`config.mk`:
```
export PLATFORM = sky130hd
export DESIGN_NAME = axis_packet_sequencer
export DESIGN_NICKNAME = d
export VERILOG_FILES = /design/src/rtl/axis_seq_pkg.sv /design/src/rtl/axis_seq_timer.sv /design/src/rtl/axis_packet_sequencer.sv
export SDC_FILE = /design/constraint.sdc
export NUM_CORES = 1
export LEC_CHECK = 0
export ABC_AREA = 1
export BUFFER_PORTS_ARGS = -buffer_cell sky130_fd_sc_hd__buf_2
export CAP_MARGIN = 20
export CORE_MARGIN = 5
export CORE_UTILIZATION = 60
export CTS_CLUSTER_SIZE = 24
export DETAILED_ROUTE_END_ITERATION = 16
export GPL_TIMING_DRIVEN = 0
export PLACE_DENSITY = 0.91
export SLEW_MARGIN = 15
export SYNTH_ARGS = -nofsm -noshare
export SYNTH_HDL_FRONTEND = slang
export SYNTH_SLANG_ARGS = --single-unit
```
`constraint.sdc`:
```
create_clock -name ACLK -period 7 [get_ports ACLK]
set_input_delay 0.35 -clock ACLK [delete_from_list [all_inputs] [get_ports ACLK]]
set_output_delay 0.35 -clock ACLK [all_outputs]
set_load 0.02 [all_outputs]
```
`src/rtl/axis_seq_pkg.sv`:
```
// Shared types and default widths for the AXI4-Stream packet sequencer.
// The optional watchdog is enabled by defining AXIS_SEQ_WATCHDOG_EN.
package axis_seq_pkg;

    localparam int CNT_W_DEF = 16;
    localparam int GAP_W_DEF = 16;
    localparam int TMO_W_DEF = 20;

    typedef enum logic [2:0] {
        IDLE   = 3'd0,
        ISSUE  = 3'd1,
        ACTIVE = 3'd2,
        GAP    = 3'd3,
        FINISH = 3'd4
    } seq_state_t;

endpackage

```
`src/rtl/axis_seq_timer.sv`:
```
// Loadable down-counter with a zero flag. Load wins over decrement, and the
// count saturates at zero so a stalled consumer never sees it wrap.
module axis_seq_timer #(
    parameter int W = 16
) (
    input  logic         i_clk,
    input  logic         i_rst,
    input  logic         i_load,
    input  logic [W-1:0] i_load_val,
    input  logic         i_dec,
    output logic [W-1:0] o_count,
    output logic         o_zero
);

    logic [W-1:0] r_count;

    // Count register: load has priority, otherwise decrement down to zero.
    always_ff @(posedge i_clk or posedge i_rst) begin
        if (i_rst) begin
            r_count <= '0;
        end else if (i_load) begin
            r_count <= i_load_val;
        end else if (i_dec && (r_count != '0)) begin
            r_count <= r_count - 1'b1;
        end
    end

    assign o_count = r_count;
    assign o_zero  = (r_count == '0);

endmodule

```
`src/rtl/axis_packet_sequencer.sv`:
```
// Run-level controller for the AXI4-Stream packet master: issues start pulses,
// counts TLAST beats, inserts an idle gap between packets and reports status.
// Optional watchdog abort of a stalled packet: define AXIS_SEQ_WATCHDOG_EN.
module axis_packet_sequencer
    import axis_seq_pkg::*;
#(
    parameter int CNT_W = CNT_W_DEF,
    parameter int GAP_W = GAP_W_DEF,
    parameter int TMO_W = TMO_W_DEF
) (
    input  logic             ACLK,
    input  logic             ARESET,
    input  logic             run,
    input  logic             stop,
    input  logic [CNT_W-1:0] cfg_num_packets,
    input  logic [GAP_W-1:0] cfg_gap,
    input  logic [TMO_W-1:0] cfg_timeout,
    output logic             seq_busy,
    output logic             seq_done,
    output logic [CNT_W-1:0] pkt_count,
    output logic             wd_timeout,
    output logic             m_start,
    input  logic             m_busy,
    input  logic             m_tvalid,
    input  logic             m_tready,
    input  logic             m_tlast
);

    seq_state_t       r_state;
    seq_state_t       w_state_nxt;

    logic [CNT_W-1:0] r_num;
    logic [GAP_W-1:0] r_gap;
    logic [CNT_W-1:0] r_pkt_count;
    logic             r_stop_pending;

    logic             w_run_accept;
    logic             w_last_fire;
    logic [CNT_W-1:0] w_pkt_inc;
    logic             w_pkt_final;
    logic             w_count_en;
    logic             w_gap_load;
    logic             w_gap_zero;
    logic [GAP_W-1:0] w_gap_cnt_unused;
    logic             w_wd_expire;

    assign w_run_accept = (r_state == IDLE) && run;
    assign w_last_fire  = m_tvalid && m_tready && m_tlast;
    assign w_pkt_inc    = r_pkt_count + 1'b1;
    assign w_pkt_final  = (r_num != '0) && (w_pkt_inc == r_num);
    assign pkt_count    = r_pkt_count;

    // State register.
    // NOTE: sequential state uses non-blocking assignments so every flop
    // samples pre-edge values regardless of statement order.
    always_ff @(posedge ACLK or posedge ARESET) begin
        if (ARESET) begin
            r_state <= IDLE;
        end else begin
            r_state <= w_state_nxt;
        end
    end

    // Next-state and output decode; m_start is combinational from the state
    // register so it drops the moment ARESET forces IDLE.
    // NOTE: every output gets a default first, so no path leaves a latch.
    always_comb begin
        w_state_nxt = r_state;
        m_start     = 1'b0;
        seq_busy    = 1'b1;
        seq_done    = 1'b0;
        w_count_en  = 1'b0;
        w_gap_load  = 1'b0;
        case (r_state)
            IDLE: begin
                seq_busy = 1'b0;
                if (run) begin
                    w_state_nxt = ISSUE;
                end
            end
            ISSUE: begin
                if (!m_busy) begin
                    m_start     = 1'b1;
                    w_state_nxt = ACTIVE;
                end
            end
            ACTIVE: begin
                if (w_last_fire) begin
                    w_count_en = 1'b1;
                    if (w_pkt_final || r_stop_pending || stop) begin
                        w_state_nxt = FINISH;
                    end else if (r_gap == '0) begin
                        w_state_nxt = ISSUE;
                    end else begin
                        w_gap_load  = 1'b1;
                        w_state_nxt = GAP;
                    end
                end else if (w_wd_expire) begin
                    w_state_nxt = FINISH;
                end
            end
            GAP: begin
                if (stop) begin
                    w_state_nxt = FINISH;
                end else if (w_gap_zero) begin
                    w_state_nxt = ISSUE;
                end
            end
            FINISH: begin
                seq_done    = 1'b1;
                w_state_nxt = IDLE;
            end
            default: begin
                w_state_nxt = IDLE;
            end
        endcase
    end

    // Shadow copy of the run configuration, captured only when a run starts.
    // NOTE: shadow registers are reset even though a run always reloads them,
    // so no X can reach the finish comparison after power-up.
    always_ff @(posedge ACLK or posedge ARESET) begin
        if (ARESET) begin
            r_num <= '0;
            r_gap <= '0;
        end else if (w_run_accept) begin
            r_num <= cfg_num_packets;
            r_gap <= cfg_gap;
        end
    end

    // Completed-packet counter: cleared at run start, held after run end.
    always_ff @(posedge ACLK or posedge ARESET) begin
        if (ARESET) begin
            r_pkt_count <= '0;
        end else if (w_run_accept) begin
            r_pkt_count <= '0;
        end else if (w_count_en) begin
            r_pkt_count <= w_pkt_inc;
        end
    end

    // Graceful stop request: remembered until the run returns to IDLE.
    always_ff @(posedge ACLK or posedge ARESET) begin
        if (ARESET) begin
            r_stop_pending <= 1'b0;
        end else if ((r_state == IDLE) || (w_state_nxt == IDLE)) begin
            r_stop_pending <= 1'b0;
        end else if (stop) begin
            r_stop_pending <= 1'b1;
        end
    end

    axis_seq_timer #(
        .W (GAP_W)
    ) u_gap_timer (
        .i_clk      (ACLK),
        .i_rst      (ARESET),
        .i_load     (w_gap_load),
        .i_load_val (r_gap - 1'b1),
        .i_dec      (r_state == GAP),
        .o_count    (w_gap_cnt_unused),
        .o_zero     (w_gap_zero)
    );

`ifdef AXIS_SEQ_WATCHDOG_EN
    logic [TMO_W-1:0] r_tmo;
    logic             r_wd_timeout;
    logic             w_beat;
    logic             w_wd_load;
    logic             w_wd_zero;
    logic [TMO_W-1:0] w_wd_cnt_unused;

    // The watchdog restarts when the packet is issued and on every beat;
    // loading timeout-1 makes it expire after exactly timeout idle cycles.
    assign w_beat      = m_tvalid && m_tready;
    assign w_wd_load   = ((r_state == ISSUE) && !m_busy) ||
                         ((r_state == ACTIVE) && w_beat);
    assign w_wd_expire = (r_tmo != '0) && w_wd_zero && !w_beat;
    assign wd_timeout  = r_wd_timeout;

    axis_seq_timer #(
        .W (TMO_W)
    ) u_wd_timer (
        .i_clk      (ACLK),
        .i_rst      (ARESET),
        .i_load     (w_wd_load),
        .i_load_val (r_tmo - 1'b1),
        .i_dec      (r_state == ACTIVE),
        .o_count    (w_wd_cnt_unused),
        .o_zero     (w_wd_zero)
    );

    // Shadow timeout, captured at run start.
    always_ff @(posedge ACLK or posedge ARESET) begin
        if (ARESET) begin
            r_tmo <= '0;
        end else if (w_run_accept) begin
            r_tmo <= cfg_timeout;
        end
    end

    // Sticky timeout flag, cleared only by the next accepted run.
    always_ff @(posedge ACLK or posedge ARESET) begin
        if (ARESET) begin
            r_wd_timeout <= 1'b0;
        end else if (w_run_accept) begin
            r_wd_timeout <= 1'b0;
        end else if ((r_state == ACTIVE) && w_wd_expire) begin
            r_wd_timeout <= 1'b1;
        end
    end
`else
    logic w_unused_tmo;

    assign w_wd_expire  = 1'b0;
    assign wd_timeout   = 1'b0;
    assign w_unused_tmo = ^cfg_timeout;
`endif

endmodule

```
==> results.yml, run 1 <==
cells_and_area:
  drive_gt1_share_pct: 18.2
  fillCellCount: 616
  multiInputGateArea_mm2: 0.00228
  ff_latch_area_mm2: 0.00170
  diodes: 0
  nNetsFinal: 766
  syn2layout_area_growth_pct: 14.6
detailed_routing:
  drcViolationCount: 0
  postRouteAntennaNets: 0
  viasPerCell: 5.81
  routedWlPerCell_um: 15.9
  wl_mm: 12.9
  num_vias: 4689
  drtIter0Drc: 452
  dr.pass1.iters: 5
timing:
  fin_setup_tns_ns: 0
  finalHoldViolations: 0
  post-route-min-period_ns: 3.47
  max_slew_margin_pct: 52.6
  max_clock_freq_mhz: 288
  rsz0062_at_grt: "false"
  worstMarginPinSlew_ns: 0.711
  final_max_slew_viol_count: 0
  hold_slack_ns: 0.233
  finalClockSkew_ns: 0.00835
  setup_viol: 0
  period_share_pct: 49.6
placement:
  dp_hpwl_mm: 9.61
  gp_congestion: 0.974
  io_buffers: 58
critical_path:
  required_ns: 7.23
  crit_fanout: 10
  startpoint_type: "register"
  path_cells: "ha_1 -> nand2_2 -> nor2_4 -> nand2_1 -> nand2_1 -> nand2_1 -> nand2_1 -> nand2_1 -> nor2_1 -> nand2_1 -> nor2_1 -> nand3_2 -> nand4_4 -> buf_6 -> nand2_1 -> o21ai_2 -> ha_1 -> nand3_1 -> nor2_4 -> nand3_1 -> nand2_1 -> nand2_1 -> nand2_1 -> nand2_1"
  critPathSlowestCell: "dfrtp_1"
  cpMostUsedCell: "nand2_1"
  worst_path_dominant_cell_family: "simple AND/OR/NAND/NOR gates"
  path_buf_inv: 1
  path_class: "reg2reg"
  arrival_ns: 3.70
  end_kind: "register"
  slowest_delay_ns: 0.45
synthesis:
  ys_types: 38
  synth_top_area_share_pct: 38.6
  synth_largest_area_cell: "dfrtp_1"
  synthTopCellsByArea: "dfrtp_1 39%, nand2_1 15%, inv_1 7.1%"
  syn_area_mm2: 0.00441
  synth_warnings: 0
  ys_seq_elements: 68
  synth_cells: 633
  avgSynthCellArea_um2: 6.97
  syn_nets: 695
  seq_area_frac_synth_pct: 38.6
grt:
  grt_pass1_vias: 4515
  grtUsageTotal_pct: 30.0
  grt_pass1_wl_mm: 21.2
  antenna_found_initial: 0
  grt_max_degree: 51
  overflow: 0
hold_path:
  hp-class: "in2reg"
clock_tree:
  cts_tree: "built"
  cts_root_buf: "clkbuf_8"
  cts.clk_slew.worst_paths_ns: 0.07
  numCtsBuffers: 9
  cts_sinks: 68
  clock_latency_ns: 0.34
  htreeDepth: 3
  clock_path_buffers: 2
  post_cts_buffers: 0
power_and_ir_drop:
  powerDensity_mw_per_mm2: 346
  power.leakage_uw: 0.00263
  ir_drop_mv: 0.219
floorplanning:
  num_rows: 31
  core_mm2: 0.00721
  io-pin-count: 80
  die_w_um: 95.8
  start_util_pct: 61.2
  dieArea_mm2: 0.00917
  fp.dieH_um: 95.8
run:
  maxCapViolations: 0
status:
  outcome: "completed"
-- what timing repair did --
| item | CTS | global route |
|---|---|---|
| hold endpoints to repair | 18 | 0 |
| resized for setup | 0 | 0 |
| hold buffers | 1 | 0 |
-- power breakdown --
group	leakage [uW]	switching, uW	total, uW	internal, uW
clock network	0.0000979	147	317	170
registers	0.000830	115	645	531
logic	0.00171	522	785	264
total	0.00263	783	1750	965
-- layout make-up --
cell class | count | area share [%]
inverters | 86 | 6.43
repair buffers | 60 | 6.48
plain buffers | 18 | 2.20
multi-input cells | 461 | 45.0
well taps | 99 | 2.45
clock buffers | 10 | 2.72
clock inverters | 5 | 1.04
flip-flops and latches | 68 | 33.7
-- placed cells by master, fill, tap and decap left out, types with 2 or more instances in the layout --
cell | synthesis | routed
a21oi_1 | 26 | 26
a31oi_1 | 2 | 2
buf_2 | 2 | 60
buf_4 | 4 | 4
buf_6 | 2 | 2
clkbuf_1 | 8 | 8
clkbuf_8 | 0 | 10
clkinv_2 | 0 | 3
dfrtp_1 | 68 | 68
ha_1 | 2 | 2
inv_1 | 83 | 82
inv_2 | 3 | 3
mux2_2 | 8 | 8
nand2_1 | 173 | 173
nand2_2 | 7 | 7
nand3_1 | 61 | 61
nand3_2 | 5 | 5
nand3b_1 | 2 | 2
nand4_1 | 27 | 27
nor2_1 | 76 | 76
nor2_2 | 5 | 5
nor2_4 | 5 | 5
nor3_1 | 2 | 2
nor4_1 | 6 | 6
o21ai_0 | 19 | 19
o21ai_1 | 7 | 7
o21ai_2 | 6 | 6
o22ai_1 | 11 | 11
or2_2 | 2 | 2
-- worst reg2reg max path, stage by stage, from the launching register on --
cell,delay (ns)
dfrtp_1,0.45
ha_1,0.26
nand2_2,0.12
nor2_4,0.17
nand2_1,0.11
nand2_1,0.10
nand2_1,0.07
nand2_1,0.09
nand2_1,0.06
nor2_1,0.18
nand2_1,0.08
nor2_1,0.11
nand3_2,0.12
nand4_4,0.16
buf_6,0.18
nand2_1,0.07
o21ai_2,0.08
ha_1,0.21
nand3_1,0.16
nor2_4,0.23
nand3_1,0.10
nand2_1,0.07
nand2_1,0.05
nand2_1,0.06
nand2_1,0.05
-- Yosys cell counts --
cell type  instances
nand2_1          173
inv_1             83
nor2_1            76
dfrtp_1           68
nand3_1           61
nand4_1           27
a21oi_1           26
o21ai_0           19
o22ai_1           11
clkbuf_1           8
mux2_2             8
nand2_2            7
o21ai_1            7
nor4_1             6
o21ai_2            6
nand3_2            5
nor2_2             5
nor2_4             5
buf_4              4
inv_2              3
a31oi_1            2
buf_2              2
buf_6              2
ha_1               2
nand3b_1           2
nor3_1             2
or2_2              2
a311oi_1           1
buf_1              1
buf_8              1
conb_1             1
nand4_2            1
nand4_4            1
nor2_8             1
nor3_2             1
o311a_1            1
or2_1              1
xnor2_1            1
-- metrics by stage --
stage                     std cells  total power [uW]  instance area (um^2)  utilization, %  setup slack, ns
after CTS                       807              1730                  5060            70.1             3.63
after floorplan                 633              1190                  4410               -             4.13
final                           807              1750                  5060            70.1             3.53
after global routing            807              1880                  5060            70.1             3.31
after detailed placement        791              1410                  4860            67.3             3.69
after global placement          790              1370                  4830            66.9             3.80
-- layer usage --
metal	track usage [%]	vias up	part of all wire (%)
met5	0	-	0
met4	12.2	0	3.2
met3	4.53	42	10
met2	48.0	275	46
met1	41.0	2177	41
li1	-	2195	-
-- registers in the layout (all words and copies together) (netlist names) --
| signal | count |
|---|---|
| r_gap | 16 |
| u_gap_timer.o_count | 16 |
| r_stop_pending | 1 |
| pkt_count | 16 |
| r_num | 16 |
| r_state | 3 |
-- logic make-up after synthesis --
| kind of cell | synth area share, % |
|---|---|
| adder cells (fa/ha/maj) | 0.567 |
| AO/OA/AOI/OAI | 9.36 |
| XOR/XNOR | 0.199 |
| multiplexers | 2.04 |
| other | 0.0850 |
| buffers and inverters | 9.84 |
| flip-flops | 38.6 |
| AND/OR/NAND/NOR | 39.3 |
-- path summary, 6_finish.rpt --
kind / from / to / slack, ns / cells after the start
worst max-delay path: pkt_count[1]$_DFFE_PP0P_ / u_gap_timer.o_count[14]$_DFFE_PP0P_ / 3.53 / 24
worst min-delay path: cfg_num_packets[5] / r_num[5]$_DFFE_PP0P_ / 0.23 / 2
worst max register to register: pkt_count[1]$_DFFE_PP0P_ / u_gap_timer.o_count[14]$_DFFE_PP0P_ / 3.53 / 24
worst min register to register: u_gap_timer.o_count[9]$_DFFE_PP0P_ / u_gap_timer.o_count[9]$_DFFE_PP0P_ / 0.50 / 2
max in group asynchronous: ARESET / u_gap_timer.o_count[4]$_DFFE_PP0P_ / 5.97 / 4
min in group asynchronous: ARESET / pkt_count[3]$_DFFE_PP0P_ / 0.51 / 3
No activity file was read; power rests on OpenSTA's default activity.
==> inputs of run 2 (changes only) <==
- CORE_UTILIZATION: 60 -> 57
- PLACE_DENSITY: 0.91 -> 0.87
- clock period: 7 -> 3.2 ns (I/O delays scaled with it)
==> results.yml, run 2 (same netlist as run 1, synthesis figures left out) <==
critical_path:
  rr_startpoint: "pkt_count[0]$_DFFE_PP0P_"
  required_ns: 3.45
  crit_path_start: "pkt_count[0]$_DFFE_PP0P_"
  path_buf_inv: 2
  slowest_delay_ns: 0.40
  path_cells: "ha_4 -> nand2_2 -> nor2_4 -> buf_12 -> nand3_1 -> nand2_1 -> or2_1 -> nand3_1 -> nor2_1 -> nand3_2 -> nand4_4 -> buf_6 -> nand2_1 -> o21ai_2 -> ha_2 -> nand3_2 -> nor2_4 -> nand3_1 -> nand2_1 -> nand2_1 -> nand2_1 -> nand2_1"
  arrival_ns: 3.33
  startpoint_type: "register"
  critPathSlowestCell: "dfrtp_2"
  crit_fanout: 8
  worst_path_dominant_cell_family: "simple AND/OR/NAND/NOR gates"
  end_kind: "register"
  cpMostUsedCell: "nand2_1"
  path_class: "reg2reg"
timing:
  setup_viol: 0
  worstMarginPinSlew_ns: 0.716
  post-route-min-period_ns: 3.08
  max_slew_margin_pct: 52.3
  hold_slack_ns: 0.0346
  max_clock_freq_mhz: 324
  fin_setup_tns_ns: 0
  finalHoldViolations: 0
  final_max_slew_viol_count: 0
  finalClockSkew_ns: 0.0147
  period_share_pct: 96.4
floorplanning:
  die_w_um: 98.0
  core_mm2: 0.00765
  fp.dieH_um: 98.0
  num_rows: 32
  start_util_pct: 57.7
  dieArea_mm2: 0.00960
  io-pin-count: 80
cells_and_area:
  layout_common_cells: "172 x nand2_1, 81 x inv_1, 73 x nor2_1, 63 x dfrtp_1, 59 x buf_2"
  diodes: 0
  drive_gt1_share_pct: 21.6
  nNetsFinal: 776
  design_area_mm2: 0.00524
  syn2layout_area_growth_pct: 18.8
  final_common_cell: "nand2_1"
run:
  maxCapViolations: 0
detailed_routing:
  drtIter0Drc: 463
  wl_mm: 13.0
  drcViolationCount: 0
  routedWlPerCell_um: 15.9
  dr.pass1.iters: 5
  postRouteAntennaNets: 0
  num_vias: 4773
  viasPerCell: 5.81
clock_tree:
  clock_path_buffers: 2
  cts_tree: "built"
  htreeDepth: 3
  cts.clk_slew.worst_paths_ns: 0.08
  numCtsBuffers: 9
  cts_root_buf: "clkbuf_8"
  clock_latency_ns: 0.36
  cts_sinks: 68
placement:
  gp_congestion: 0.971
  io_buffers: 58
  dp_hpwl_mm: 9.56
  placed_cell_area_mm2: 0.00486
grt:
  grtUsageTotal_pct: 27.2
  antenna_found_initial: 0
  grt_pass1_wl_mm: 21.4
  grt_pass1_vias: 4534
  grt_max_degree: 48
  overflow: 0
status:
  outcome: "completed"
power_and_ir_drop:
  power.leakage_uw: 0.00269
  powerDensity_mw_per_mm2: 751
  ir_drop_mv: 0.581
hold_path:
  worstHoldStart: "cfg_gap[10]"
  hp-class: "in2reg"
==> run 2: cell types whose count changed in the layout (fill, tap and decap cells not counted), sizes merged <==
cell	before	now
clkinvlp	1	2
clkbuf	18	20
clkinv	3	2
buf	69	79
inv	86	85
==> run 2: worst paths after layout <==
| path | to | slack [ns] | cells after the start |
|---|---|---|---|
| max | u_gap_timer.o_count[14]$_DFFE_PP0P_ | 0.12 | 22 |
| min | r_gap[10]$_DFFE_PP0P_ | 0.03 | 2 |
| max reg2reg | u_gap_timer.o_count[14]$_DFFE_PP0P_ | 0.12 | 22 |
| min reg2reg | u_gap_timer.o_count[9]$_DFFE_PP0P_ | 0.48 | 2 |
| max in group asynchronous | pkt_count[2]$_DFFE_PP0P_ | 2.35 | 4 |
| min in group asynchronous | r_num[8]$_DFFE_PP0P_ | 0.31 | 3 |
==> run 2: area by class of cell <==
cell class	instances	area, um^2
fillers	627	2410
flip-flops and latches	68	1710
clock buffers	12	155
well taps	102	128
repair buffers	71	427
multi-input cells	461	2340
clock inverters	4	47.5
plain buffers	17	110
inverters	86	329
==> run 2: stage by stage <==
stage | power, uW | setup WS [ns] | std cells | utilization (%)
detailed placement | 3070 | -0.0718 | 794 | 63.5
floorplan | 2610 | 0.331 | 633 | -
finish | 3940 | 0.117 | 821 | 68.5
global route | 4230 | -0.0563 | 821 | 68.5
CTS | 3840 | 0.0115 | 814 | 66.7
global placement | 2990 | -0.00696 | 793 | 63.2
==> run 2: layer usage <==
layer / GRT usage, % / vias to the layer above / part of all wire, %
met5: 0 / - / 0
met4: 7.45 / 0 / 2.1
met3: 7.00 / 35 / 11
met2: 43.3 / 274 / 46
met1: 37.1 / 2241 / 41
li1: - / 2223 / -
==> run 2: repair_timing <==
item,4_1_cts,5_1_grt
resized for setup,3,19
pin swaps,2,6
hold endpoints to repair,21,0
buffers inserted,3,8
hold buffers,1,0
endpoints found under the setup margin,4,7
==> run 2: where the power goes <==
part / internal [uW] / switching, uW / total [uW]
Clock: 400 / 348 / 749
Combinational: 616 / 1160 / 1780
Sequential: 1160 / 246 / 1410
Total: 2180 / 1760 / 3940
==> run 2: worst register-to-register path, stage by stage (launching register included) <==
cell,delay [ns]
dfrtp_2,0.40
ha_4,0.16
nand2_2,0.09
nor2_4,0.13
buf_12,0.12
nand3_1,0.07
nand2_1,0.14
or2_1,0.14
nand3_1,0.11
nor2_1,0.21
nand3_2,0.14
nand4_4,0.12
buf_6,0.14
nand2_1,0.06
o21ai_2,0.07
ha_2,0.23
nand3_2,0.12
nor2_4,0.21
nand3_1,0.10
nand2_1,0.07
nand2_1,0.05
nand2_1,0.05
nand2_1,0.04
